**src/rtl/gate_cluster_multi.sv**
```systemverilog
// Gate cluster: a bank of toggle lamps feeding one configurable gate, pulsing out on gate change.
// Latency: input pulse in cycle t -> lamp update at t+1 -> out/blocked pulse during t+2.
// No backpressure: a new input vector is accepted every cycle and never stalls.
module gate_cluster_multi #(
  parameter int                    LAMP_COUNT      = 4,
  parameter int                    INPUTS_PER_LAMP = 2,
  parameter int                    GATE_MODE       = 0,
  parameter logic [LAMP_COUNT-1:0] LAMP_INIT       = '0,
  parameter int                    CNT_WIDTH       = 8
) (
  input  logic                                  clk,
  input  logic                                  reset,
  input  logic                                  logic_reset,
  input  logic [LAMP_COUNT*INPUTS_PER_LAMP-1:0] in,
  output logic                                  out,
  output logic                                  gate_state,
  output logic [LAMP_COUNT-1:0]                 lamp_state,
  output logic                                  blocked,
  output logic [CNT_WIDTH-1:0]                  blocked_count,
  output logic                                  busy
);

  // Gate function over the lamp vector; modes 6/7 fall back to AND.
  function automatic logic gate_fn(input logic [LAMP_COUNT-1:0] lamps);
    int  ones;
    logic one_on;
    ones = 0;
    for (int i = 0; i < LAMP_COUNT; i++) begin
      if (lamps[i]) ones = ones + 1;
    end
    one_on = (ones == 1);
    case (GATE_MODE)
      1:       gate_fn = |lamps;
      2:       gate_fn = ~(&lamps);
      3:       gate_fn = ~(|lamps);
      4:       gate_fn = one_on;
      5:       gate_fn = ~one_on;
      default: gate_fn = &lamps;
    endcase
  endfunction

  logic [LAMP_COUNT-1:0] toggle;
  logic                  lamp_chg;
  logic                  fired;
  logic                  fired_eff;
  logic                  g_new;

  // Per-lamp toggle: odd number of simultaneous pulses flips the lamp.
  always_comb begin
    toggle = '0;
    for (int i = 0; i < LAMP_COUNT; i++) begin
      toggle[i] = ^in[i*INPUTS_PER_LAMP +: INPUTS_PER_LAMP];
    end
  end

  // Evaluate the gate on the current lamps; logic_reset re-arms firing before this evaluation.
  always_comb begin
    g_new     = gate_fn(lamp_state);
    fired_eff = fired & ~logic_reset;
    busy      = (|in) | lamp_chg | out | blocked;
  end

  // Lamp register, gate register, fire-once bookkeeping and blocked counter.
  always_ff @(posedge clk) begin
    if (reset) begin
      lamp_state    <= LAMP_INIT;
      gate_state    <= gate_fn(LAMP_INIT);
      lamp_chg      <= 1'b0;
      fired         <= 1'b0;
      out           <= 1'b0;
      blocked       <= 1'b0;
      blocked_count <= '0;
    end else begin
      lamp_state <= lamp_state ^ toggle;
      lamp_chg   <= |toggle;
      gate_state <= g_new;
      out        <= 1'b0;
      blocked    <= 1'b0;
      fired      <= fired_eff;
      if (g_new != gate_state) begin
        if (!fired_eff) begin
          out   <= 1'b1;
          fired <= 1'b1;
        end else begin
          blocked <= 1'b1;
          if (blocked_count != {CNT_WIDTH{1'b1}}) begin
            blocked_count <= blocked_count + CNT_WIDTH'(1);
          end
        end
      end
    end
  end

endmodule

```
**config.mk**
```make
export PLATFORM = sky130hd
export DESIGN_NAME = gate_cluster_multi
export DESIGN_NICKNAME = d
export VERILOG_FILES = /design/src/rtl/gate_cluster_multi.sv
export SDC_FILE = /design/constraint.sdc
export NUM_CORES = 1
export LEC_CHECK = 0
export BUFFER_PORTS_ARGS = -buffer_cell sky130_fd_sc_hd__buf_2
export CAP_MARGIN = 10
export CORE_MARGIN = 3
export CORE_UTILIZATION = 48
export DETAILED_ROUTE_END_ITERATION = 12
export PLACE_DENSITY = 0.76
export SLEW_MARGIN = 20
export SYNTH_ARGS = -nofsm -noshare
export SYNTH_HDL_FRONTEND = slang
export SYNTH_SLANG_ARGS = --single-unit
```
**constraint.sdc**
```tcl
create_clock -name clk -period 1.8 [get_ports clk]
set_clock_uncertainty 0.1 [all_clocks]
set_input_delay 0.09 -clock clk [delete_from_list [all_inputs] [get_ports clk]]
set_output_delay 0.09 -clock clk [all_outputs]
set_load 0.01 [all_outputs]
```
-- Yosys cells after proc, flatten, opt, wreduce, memory -nomap -nowiden
Index checks and enable logic that the tools add are counted.
- memories kept: 0
- register bits: 17
- output and inout bits: 16
- memory bits (writable): 0
- bits of input ports: 11
- logic and storage cells: 29
- bits in latches: 0
- memory bits (read-only): 0
- multipliers: 0
- add/subtract/negate cells: 1
- bitwise gates (word level): 7
- multiplexer cells: 3
- shifts and indexed selects: 0
- order comparisons: 0
- divide/modulo/power cells: 0
- reductions and logical operators: 9
- equality and inequality tests: 2
- operators by type and width (cell ; count):
    8-bit by 1-bit adder with 8-bit output, second input constant ; 1
    8-bit != test, second input constant ; 1
    8-bit OR reduction ; 1
    2-bit XOR reduction ; 4
    4-bit AND reduction ; 1
    4-bit OR reduction ; 1
    4-bit bitwise XOR ; 1
    1-bit two-way mux ; 3
    1-bit bitwise OR ; 3
    3-bit AND reduction ; 1
    1-bit NOT ; 2
    2-bit OR reduction ; 1
    1-bit bitwise AND ; 1
    1-bit != test ; 1

-- Depth between registers and ports, before layout
Gate-level depths: netlist (run 1).
- word-level depth: 4
- depth in mapped cells: 5
- mapped depth without buffers: 5

-- Worst setup path before layout (run 1)
OpenSTA, ideal clock, no wires.
- path kind: reg-to-reg
- start: register lamp_state[3]
- end: register blocked_count[5]
- stages on the path, launching flop included: 5
- slack: 0.191 ns
- clock period less this slack: 1.609 ns
- buffers on the path: 0
- arrival time: 1.386 ns
- cells stage by stage: dfxtp_1 -> nand4_2 -> mux2i_1 -> nor4_1 -> mux2_1
- cells in the longest elaborated chain, start to end: 3
- ends and longest elaborated chain (what ; line ; source):
    start: declaration ; 17 ; output logic [LAMP_COUNT-1:0] lamp_state,
    start signal: assignment ; 74 ; lamp_state <= lamp_state ^ toggle;
    4-bit AND reduction ; 38 ; default: gate_fn = &lamps;
    1-bit != test ; 80 ; if (g_new != gate_state) begin
    3-bit AND reduction (no source line) ; -- ;
    end signal: assignment ; 87 ; blocked_count <= blocked_count + CNT_WIDTH'(1);
    end: declaration ; 19 ; output logic [CNT_WIDTH-1:0] blocked_count,
Every way passes these cells.
A chain may end at the register's enable or synchronous reset.

-- Final worst setup path (run 1)
- start: register lamp_state[1]
- end: register blocked_count[7]
The elaborated chain is that of the path after synthesis.

==> impl_results.md, run 1 <==
* I/O Buffers at 26
* Synth area leaders: dfxtp_1 (41%), ha_1 (7.6%), inv_1 (4.6%)
* FF+latch count, synth at 17
* DR iter-0 viols at 6
* Worst EP required at between 1.5 and 2 ns
* Synth area leader: dfxtp_1
* First-pass GRT wire length at 2.57 mm
* Number of max-cap violations at 0
* Hold Path Class: in -> reg
* Sequential Power Share at 0.592
* DRT Pass-1 Iters at 4
* Setup TNS at 0 ns
* DP Area at 973 µm²
* Placement Rows at 14
* Overflow after GRT at 0
* Worst Setup Path Type: reg -> reg
* Worst vdd ir at 0.390 mV
* Crit-path max FO at 14
* CP Launch Type: flip-flop
* RSZ-0062 raised after global routing: false
* Count leader, synth: dfxtp_1
* Core Box Area at approximately 1600 µm²
* Ys async rst share at 0
* Number of buffers created by CTS at 3
* EDFF count, synth at 0
* Clock root buffer: clkbuf_4
* Syn Std Cell Area at slightly above 800 µm²
* # H-tree levels at 1
* WL per Instance at between 10 and 15 µm
* Routability cong. at about 0.77
* Critical path capture point type: flip-flop
* Distinct cells, synth at 32
* Status: finished clean
* Most common library cells after synthesis: dfxtp_1 (17), inv_1 (10), nor2_1 (9)
* R2r startpoint: lamp_state[1]
* Leakage at between 0.4 and 0.5 nW
* Worst-path clk slew at 0.09 ns
* Die Area at 2250 µm²
* Post-synthesis cell count at 92
* Max Slew Vio Count at 0
* CTS tree: built
* Die W at about 47 µm
* Total Routing Usage GR at 0.164
* Setup Buffers After CTS at 0
* Dominant synthesized flop cell: dfxtp_1
* Share of cells above drive strength 1 at 0.314
* Initial Utilization at 0.528
* Clock latency on the worst-skew pair at approximately 0.28 ns
* Largest net degree at the start of global routing at 20
* Hold Fails Final Rpt at 0
* End-of-flow core utilization at 0.644
* # diodes at 0
* Final setup violation count at 0
* Sw frac at 0.240
* Nets at roughly 140
* Hold slack at approximately 0.026 ns
* P&R area growth vs syn at 21.9%
* Crit path from: lamp_state[1]
* Syn Area/Cell at 8.95 µm²
* Worst slew margin at 0.745
* Antenna-violating nets left at 0
* DR DRC count at 0
* Internal power at between 0.5 and 0.6 mW
* Final min period at roughly 1.7 ns
* Clock Power Share at 0.281
* WL final at between 1.5 and 2 mm
* Initial antenna violation count at 0
* Worst path arrival time at roughly 1.8 ns
* Post-Place Setup Slack at roughly 0.089 ns
* Fin area at 1000 µm²
* I/O pin count at 27
* Fin crit share at 0.959
* Worst hold start: logic_reset
* Final worst slack at 0.0742 ns
* Comb pwr share at 0.126
* Via-per-instance ratio at roughly 5.2
* Clk sink count at 17
* Switch Pwr at roughly 0.17 mW
* Warnings from Yosys at 0
* Vias in the first global route at approximately 640
* Detail Placement HPWL at between 1 and 1.5 mm
* Area share of the largest cell type after synthesis at 0.413
* Register area share after synthesis at 0.413
* Worst-Margin Slew at 0.383 ns
* Pwr/cell area at between 600 and 700 nW/µm²
* Fmax at about 0.58 GHz
* Vias at 711
* Syn Nets at 108
* Longest Clk Path Bufs at 2
* Die Ht at roughly 47 µm
-- power by group through the flow --
stage	Sequential (mW)	Clock, mW	Combinational, mW
2_1_floorplan	0.422	0	0.0481
3_3_place_gp	0.416	0	0.0865
3_5_place_dp	0.416	0	0.0882
4_1_cts	0.407	0.202	0.0894
5_1_grt	0.412	0.222	0.0981
6_report	0.410	0.195	0.0875
-- path summary, 6_finish.rpt --
path / to / slack, ns / depth (start not counted)
worst max-delay path: blocked_count[7] / 0.07 / 5
worst min-delay path: fired / 0.03 / 3
worst max register to register: blocked_count[7] / 0.07 / 5
worst min register to register: blocked_count[1] / 0.42 / 2
-- metrics by stage --
stage / instances / total power, mW
after floorplan: 92 / 0.471
after global placement: 133 / 0.502
after detailed placement: 133 / 0.505
after CTS: 137 / 0.699
after global routing: 137 / 0.732
final: 137 / 0.692
-- final cells by class --
| class | count | area [µm²] |
|---|---|---|
| fillers | 136 | 556 |
| multi-input cells | 62 | 430 |
| flip-flops and latches | 17 | 344 |
| repair buffers | 28 | 145 |
| inverters | 10 | 37.5 |
| clock buffers | 4 | 26.3 |
| well taps | 16 | 20.0 |
-- sequential cells by signal, indices dropped and copies added, names as in the netlist --
register	cells
gate_state	1
out	1
blocked	1
fired	1
blocked_count	8
lamp_state	4
lamp_chg	1
-- cell families (layout without fill, tap and decap cells) --
| logic type | Yosys count | in the layout | synth area share |
|---|---|---|---|
| flip-flops | 17 | 17 | 0.413 |
| adder cells (fa/ha/maj) | 5 | 5 | 0.0760 |
| XOR/XNOR | 5 | 5 | 0.0532 |
| AO/OA/AOI/OAI | 12 | 12 | 0.0897 |
| AND/OR/NAND/NOR | 37 | 37 | 0.266 |
| multiplexers | 3 | 3 | 0.0380 |
| buffers and inverters | 13 | 42 | 0.0638 |
-- layer usage --
layer  share of wire  global-route usage  routed length, µm  up-vias
met2            0.49               0.278                827       19
met3           0.051              0.0451                 86        2
met4          0.0084              0.0829                 14        0
met1            0.44               0.188                744      311
li1                -                   -                  -      379
met5               0                   0                  0        -
-- cells in the final DEF (no fill, tap or decap), types with 2 or more instances in the layout --
cell,n
or4_1,3
nand3_1,4
nand2b_1,3
buf_4,2
xnor2_1,4
mux2i_1,2
o31ai_1,3
inv_1,10
nor2_1,9
ha_1,5
dfxtp_2,3
clkbuf_4,3
nor2_2,2
a21oi_1,6
nand4_1,2
buf_2,26
nor4_1,3
dfxtp_1,14
-- worst max-delay path, stage by stage, from the launching register on --
cell	delay, ns
dfxtp_1	0.38
nand4_2	0.16
mux2i_1	0.16
buf_4	0.19
or4_1	0.51
a21oi_1	0.16
-- timing repair --
| item | 4_1_cts | 5_1_grt |
|---|---|---|
| gates resized for setup | 0 | 3 |
| hold buffers | 0 | 0 |
| setup endpoints to repair | 0 | 3 |
(Power assumes the default switching activity.)
==> inputs of run 2 (changes only) <==
--- a/config.mk
+++ b/config.mk
@@ -11,6 +11,7 @@
 export CORE_UTILIZATION = 48
 export DETAILED_ROUTE_END_ITERATION = 12
 export PLACE_DENSITY = 0.76
+export REMOVE_ABC_BUFFERS = 1
 export SLEW_MARGIN = 20
 export SYNTH_ARGS = -nofsm -noshare
 export SYNTH_HDL_FRONTEND = slang
==> impl_results.md, run 2 (synthesized netlist as in run 1, its figures left out) <==
* Comb pwr share at 0.130 (was 0.126)
* Longest Clk Path Bufs at 2 (unchanged)
* # diodes at 0 (unchanged)
* Fmax at 0.565 GHz (was 0.579 GHz)
* P&R area growth vs syn at 28.1% (was 21.9%)
* Power consumption at 0.703 mW (was 0.692 mW)
* DRT Pass-1 Iters at 5 (was 4)
* Via-per-instance ratio at 5.41 (was 5.19)
* First-pass GRT wire length at 2.75 mm (was 2.57 mm)
* Hold slack at 0.0769 ns (was 0.0256 ns)
* Leakage at 0.494 nW (was 0.470 nW)
* Status: finished clean (unchanged)
* Final setup violation count at 0 (unchanged)
* Clock Power Share at 0.290 (was 0.281)
* Sw frac at 0.257 (was 0.240)
* CTS tree: built (unchanged)
* RSZ-0062 raised after global routing: true (was false)
* Die Ht at 47.4 µm (unchanged)
* Fin crit share at 0.983 (was 0.959)
* Number of max-cap violations at 0 (unchanged)
* Worst-Margin Slew at 0.377 ns (was 0.383 ns)
* I/O pin count at 27 (unchanged)
* Nets at 142 (was 138)
* CP Launch Type: input port (was flip-flop)
* Worst EP required at 1.92 ns (was 1.91 ns)
* Sequential Power Share at 0.581 (was 0.592)
* Clock latency on the worst-skew pair at 0.29 ns (was 0.28 ns)
* Overflow after GRT at 0 (unchanged)
* Clk sink count at 17 (unchanged)
* Clock root buffer: clkbuf_4 (unchanged)
* Fill cells at 138 (was 136)
* Vias at 763 (was 711)
* Initial Utilization at 0.528 (unchanged)
* Top Registers: blocked_count (8), lamp_state (4) (unchanged)
* Detail Placement HPWL at 1.37 mm (was 1.26 mm)
* Core Box Area at 1560 µm² (unchanged)
* Vias in the first global route at 681 (was 643)
* # H-tree levels at 1 (unchanged)
* Fin area at 1050 µm² (was 1000 µm²)
* DP Area at 988 µm² (was 973 µm²)
* DR iter-0 viols at 13 (was 6)
* R2r startpoint: lamp_state[3] (was lamp_state[1])
* Die W at 47.4 µm (unchanged)
* Critical path capture point type: flip-flop (unchanged)
* Internal power at 0.522 mW (was 0.526 mW)
* Worst Setup Path Type: in -> reg (was reg -> reg)
* Hold Fails Final Rpt at 0 (unchanged)
* Switch Pwr at 0.181 mW (was 0.166 mW)
* Crit-path max FO at 8 (was 14)
* WL per Instance at 12.9 µm (was 12.2 µm)
* Commonest non-fill, non-tap cell in the layout: buf_2 (unchanged)
* Worst hold start: reset (was logic_reset)
* Initial antenna violation count at 0 (unchanged)
* Commonest cells after routing, fill and taps aside: buf_2 (26), dfxtp_1 (16), inv_1 (10), nor2_1 (9) (was buf_2 (26), dfxtp_1 (14), inv_1 (10), nor2_1 (9), a21oi_1 (6))
* Share of cells above drive strength 1 at 0.360 (was 0.314)
* Max Slew Vio Count at 0 (unchanged)
* Largest net degree at the start of global routing at 20 (unchanged)
* I/O Buffers at 26 (unchanged)
* Number of flip-flops in the largest register at 8 (unchanged)
* Final min period at 1.77 ns (was 1.73 ns)
* Placement Rows at 14 (unchanged)
* Worst slew margin at 0.746 (was 0.745)
* Number of buffers created by CTS at 3 (unchanged)
* Die Area at 2250 µm² (unchanged)
* Top reg by flops: blocked_count (unchanged)
* DR DRC count at 0 (unchanged)
* Total Routing Usage GR at 0.173 (was 0.164)
* Pwr/cell area at 667 nW/µm² (was 689 nW/µm²)
* WL final at 1.82 mm (was 1.67 mm)
* Crit path from: logic_reset (was lamp_state[1])
* Worst vdd ir at 0.491 mV (was 0.390 mV)
* Worst path arrival time at 1.89 ns (was 1.84 ns)
* Hold Path Class: in -> reg (unchanged)
* Worst-path clk slew at 0.10 ns (was 0.09 ns)
* Antenna-violating nets left at 0 (unchanged)
* Routability cong. at 0.745 (was 0.773)
-- run 2: path summary, 6_finish.rpt --
| check | to | slack (ns) | cells after the start |
|---|---|---|---|
| worst max register to register | blocked_count[3] | 0.08 | 5 |
| worst min-delay path | lamp_state[1] | 0.08 | 2 |
| worst min register to register | blocked_count[1] | 0.42 | 2 |
| worst max-delay path | blocked_count[3] | 0.03 | 7 |
-- run 2: critical path, stage by stage --
cell and delay [ns]:
dlygate4sd3_1 0.54, buf_2 0.14, and3b_1 0.20, mux2i_1 0.10, buf_4 0.18, or4_4 0.51
a21oi_2 0.14
-- run 2: timing repair --
action	4_1_cts	5_1_grt
setup buffers	0	1
setup endpoints to repair	0	5
hold buffers	1	0
gates resized for setup	0	6
hold endpoints to repair	1	0
-- run 2: final cells by class --
| class | instances | area, µm² | area share |
|---|---|---|---|
| multi-input combinational | 62 | 450 | 0.427 |
| sequential | 17 | 342 | 0.324 |
| timing repair buffer | 32 | 178 | 0.168 |
| inverter | 10 | 37.5 | 0.0356 |
| clock buffer | 3 | 22.5 | 0.0214 |
| tap | 16 | 20.0 | 0.0190 |
| clock inverter | 1 | 5.00 | 0.00474 |
-- run 2: power groups by stage --
| stage | clock (mW) | combinational [mW] | sequential, mW |
|---|---|---|---|
| floorplan | 0 | 0.0432 | 0.422 |
| global placement | 0 | 0.0871 | 0.415 |
| detailed placement | 0 | 0.0890 | 0.416 |
| CTS | 0.215 | 0.0919 | 0.408 |
| global route | 0.229 | 0.101 | 0.411 |
| finish | 0.204 | 0.0911 | 0.408 |
-- run 2: metal layers --
layer	wire length (µm)	global-route usage
met5	0	0
met1	755	0.191
met4	4	0.0663
met3	111	0.0338
met2	951	0.321
-- run 2: through the flow --
step	instances	setup WS [ns]	utilization	setup TNS, ns
floorplan	89	-0.0886	-	-0.0886
global placement	135	0.137	0.634	0
detailed placement	135	0.0673	0.634	0
CTS	140	0.0132	0.658	0
global route	141	-0.0163	0.677	-0.0357
finish	141	0.0298	0.677	0
==> inputs of run 3 (changes only) <==
--- a/config.mk
+++ b/config.mk
@@ -8,9 +8,9 @@
 export BUFFER_PORTS_ARGS = -buffer_cell sky130_fd_sc_hd__buf_2
 export CAP_MARGIN = 10
 export CORE_MARGIN = 3
-export CORE_UTILIZATION = 48
+export CORE_UTILIZATION = 45
 export DETAILED_ROUTE_END_ITERATION = 12
-export PLACE_DENSITY = 0.76
+export PLACE_DENSITY = 0.72
 export REMOVE_ABC_BUFFERS = 1
 export SLEW_MARGIN = 20
 export SYNTH_ARGS = -nofsm -noshare
==> impl_results.md, run 3 (synthesized netlist as in run 1, its figures left out) <==
* Status: finished clean (unchanged)
* Top Registers: blocked_count (8), lamp_state (4) (unchanged)
* WL final at 1.72 mm (was 1.82 mm)
* First-pass GRT wire length at 2.82 mm (was 2.75 mm)
* Commonest cells after routing, fill and taps aside: buf_2 (26), dfxtp_1 (14), inv_1 (10), nor2_1 (9), a21oi_1 (6) (was buf_2 (26), dfxtp_1 (16), inv_1 (10), nor2_1 (9))
* Largest net degree at the start of global routing at 20 (unchanged)
* Die W at 48.8 µm (was 47.4 µm)
* Number of flip-flops in the largest register at 8 (unchanged)
* Placement Rows at 14 (unchanged)
* # H-tree levels at 1 (unchanged)
* Fill cells at 158 (was 138)
* Global Route met2 Usage at 0.233 (was 0.321)
* Longest Clk Path Bufs at 2 (unchanged)
* Fin crit share at 0.938 (was 0.983)
* R2r startpoint: lamp_state[2] (was lamp_state[3])
* DP Area at 998 µm² (was 988 µm²)
* Clk sink count at 17 (unchanged)
* R2R depth at 5 (unchanged)
* Commonest non-fill, non-tap cell in the layout: buf_2 (unchanged)
* Top reg by flops: blocked_count (unchanged)
* Final worst slack at 0.112 ns (was 0.0298 ns)
* Die Area at 2380 µm² (was 2250 µm²)
* Routability cong. at 0.728 (was 0.745)
* Crit path from: lamp_state[2] (was logic_reset)
* P&R area growth vs syn at 24.9% (was 28.1%)
* I/O Buffers at 26 (unchanged)
* I/O pin count at 27 (unchanged)
* Worst slew margin at 0.729 (was 0.746)
* Worst setup path end: blocked_count[3] (unchanged)
* Reg-to-reg endpoint: blocked_count[3] (unchanged)
* DR DRC count at 0 (unchanged)
* Via-per-instance ratio at 5.06 (was 5.41)
* Fin area at 1030 µm² (was 1050 µm²)
* Overflow after GRT at 0 (unchanged)
* Share of cells above drive strength 1 at 0.325 (was 0.360)
* Initial Utilization at 0.511 (was 0.528)
* Total Routing Usage GR at 0.148 (was 0.173)
* Vias in the first global route at 671 (was 681)
* Pwr/cell area at 682 nW/µm² (was 667 nW/µm²)
* Area of the multi-input gates at 430 µm² (was 450 µm²)
* Nets at 140 (was 142)
* Worst Setup Path Type: reg -> reg (was in -> reg)
* Worst-path clk slew at 0.10 ns (about the same)
* Max Slew Vio Count at 0 (unchanged)
* Number of buffers created by CTS at 3 (unchanged)
* GRT met3 Usage at 0.0306 (was 0.0338)
* CTS tree: built (unchanged)
* Worst vdd ir at 0.432 mV (was 0.491 mV)
* Clock latency on the worst-skew pair at 0.29 ns (about the same)
* Core Box Area at 1610 µm² (was 1560 µm²)
* Setup Buffers After CTS at 0 (unchanged)
* Die Ht at 48.8 µm (was 47.4 µm)
* Fmax at 0.592 GHz (was 0.565 GHz)
* Number of max-cap violations at 0 (unchanged)
* WL per Instance at 11.7 µm (was 12.9 µm)
* Clock root buffer: clkbuf_4 (unchanged)
* Hold Fails Final Rpt at 0 (unchanged)
* Final setup violation count at 0 (unchanged)
* Post-Place Setup Slack at 0.0914 ns (was 0.0673 ns)
* End-of-flow core utilization at 0.638 (was 0.677)
* Final min period at 1.69 ns (was 1.77 ns)
* Setup TNS at 0 ns (unchanged)
* Placed cell count at 143 (was 135)
* Power consumption at 0.702 mW (was 0.703 mW)
* Crit-path max FO at 8 (unchanged)
* Leakage at 0.479 nW (was 0.494 nW)
* Worst path arrival time at 1.82 ns (was 1.89 ns)
* Antenna-violating nets left at 0 (unchanged)
* CP Launch Type: flip-flop (was input port)
* Worst-Margin Slew at 0.406 ns (was 0.377 ns)
* Reg area at 344 µm² (was 342 µm²)
* Detail Placement HPWL at 1.33 mm (was 1.37 mm)
* Flop-to-flop setup slack at 0.11 ns (was 0.08 ns)
* DRT Pass-1 Iters at 4 (was 5)
* Critical path capture point type: flip-flop (unchanged)
* # diodes at 0 (unchanged)
* Hold Path Class: in -> reg (unchanged)
* Hold slack at 0.0127 ns (was 0.0769 ns)
* Worst EP required at 1.93 ns (was 1.92 ns)
* Non-filler cells, final at 147 (was 141)
* DR iter-0 viols at 8 (was 13)
* Initial antenna violation count at 0 (unchanged)
* Grt peak-use layer: met2 (unchanged)
* Vias at 744 (was 763)
* RSZ-0062 raised after global routing: false (was true)
* Met1 global-route usage at 0.188 (was 0.191)
-- run 3: area by class of cell --
| cell class | instances | area share |
|---|---|---|
| sequential | 17 | 0.335 |
| tap | 24 | 0.0292 |
| inverter | 10 | 0.0365 |
| multi-input combinational | 62 | 0.418 |
| clock buffer | 4 | 0.0255 |
| timing repair buffer | 30 | 0.156 |
-- run 3: critical path, cell delays in order (launching register included) --
cell     delay [ns]
dfxtp_1        0.39
nand4_2        0.14
mux2i_1        0.18
buf_4          0.18
or4_1          0.49
a21oi_1        0.15
-- run 3: what timing repair did --
item | CTS | global route
setup endpoints to repair | 0 | 3
resized for setup | 0 | 3
hold buffers | 0 | 0
-- run 3: worst min-delay path by stage --
| stage | from | endpoint | slack, ns | cells past startpoint |
|---|---|---|---|---|
| floorplan | reset | blocked_count[0] | 0.06 | 1 |
| global placement | logic_reset | fired | 0.31 | 3 |
| detailed placement | logic_reset | fired | 0.31 | 3 |
| CTS | logic_reset | fired | 0.01 | 3 |
| global route | logic_reset | fired | 0.01 | 3 |
| finish | logic_reset | fired | 0.01 | 3 |
-- run 3: report_power, final --
group | internal (mW) | leakage [nW] | switching, mW
sequential | 0.395 | 0.139 | 0.0160
combinational | 0.0449 | 0.325 | 0.0439
clock | 0.0861 | 0.0150 | 0.116
total | 0.526 | 0.479 | 0.176
-- run 3: metal layers --
| metal | up-vias | part of all wire |
|---|---|---|
| met5 | - | 0 |
| met4 | 0 | 0.0076 |
| met3 | 2 | 0.050 |
| met2 | 23 | 0.46 |
| met1 | 337 | 0.48 |
| li1 | 382 | - |
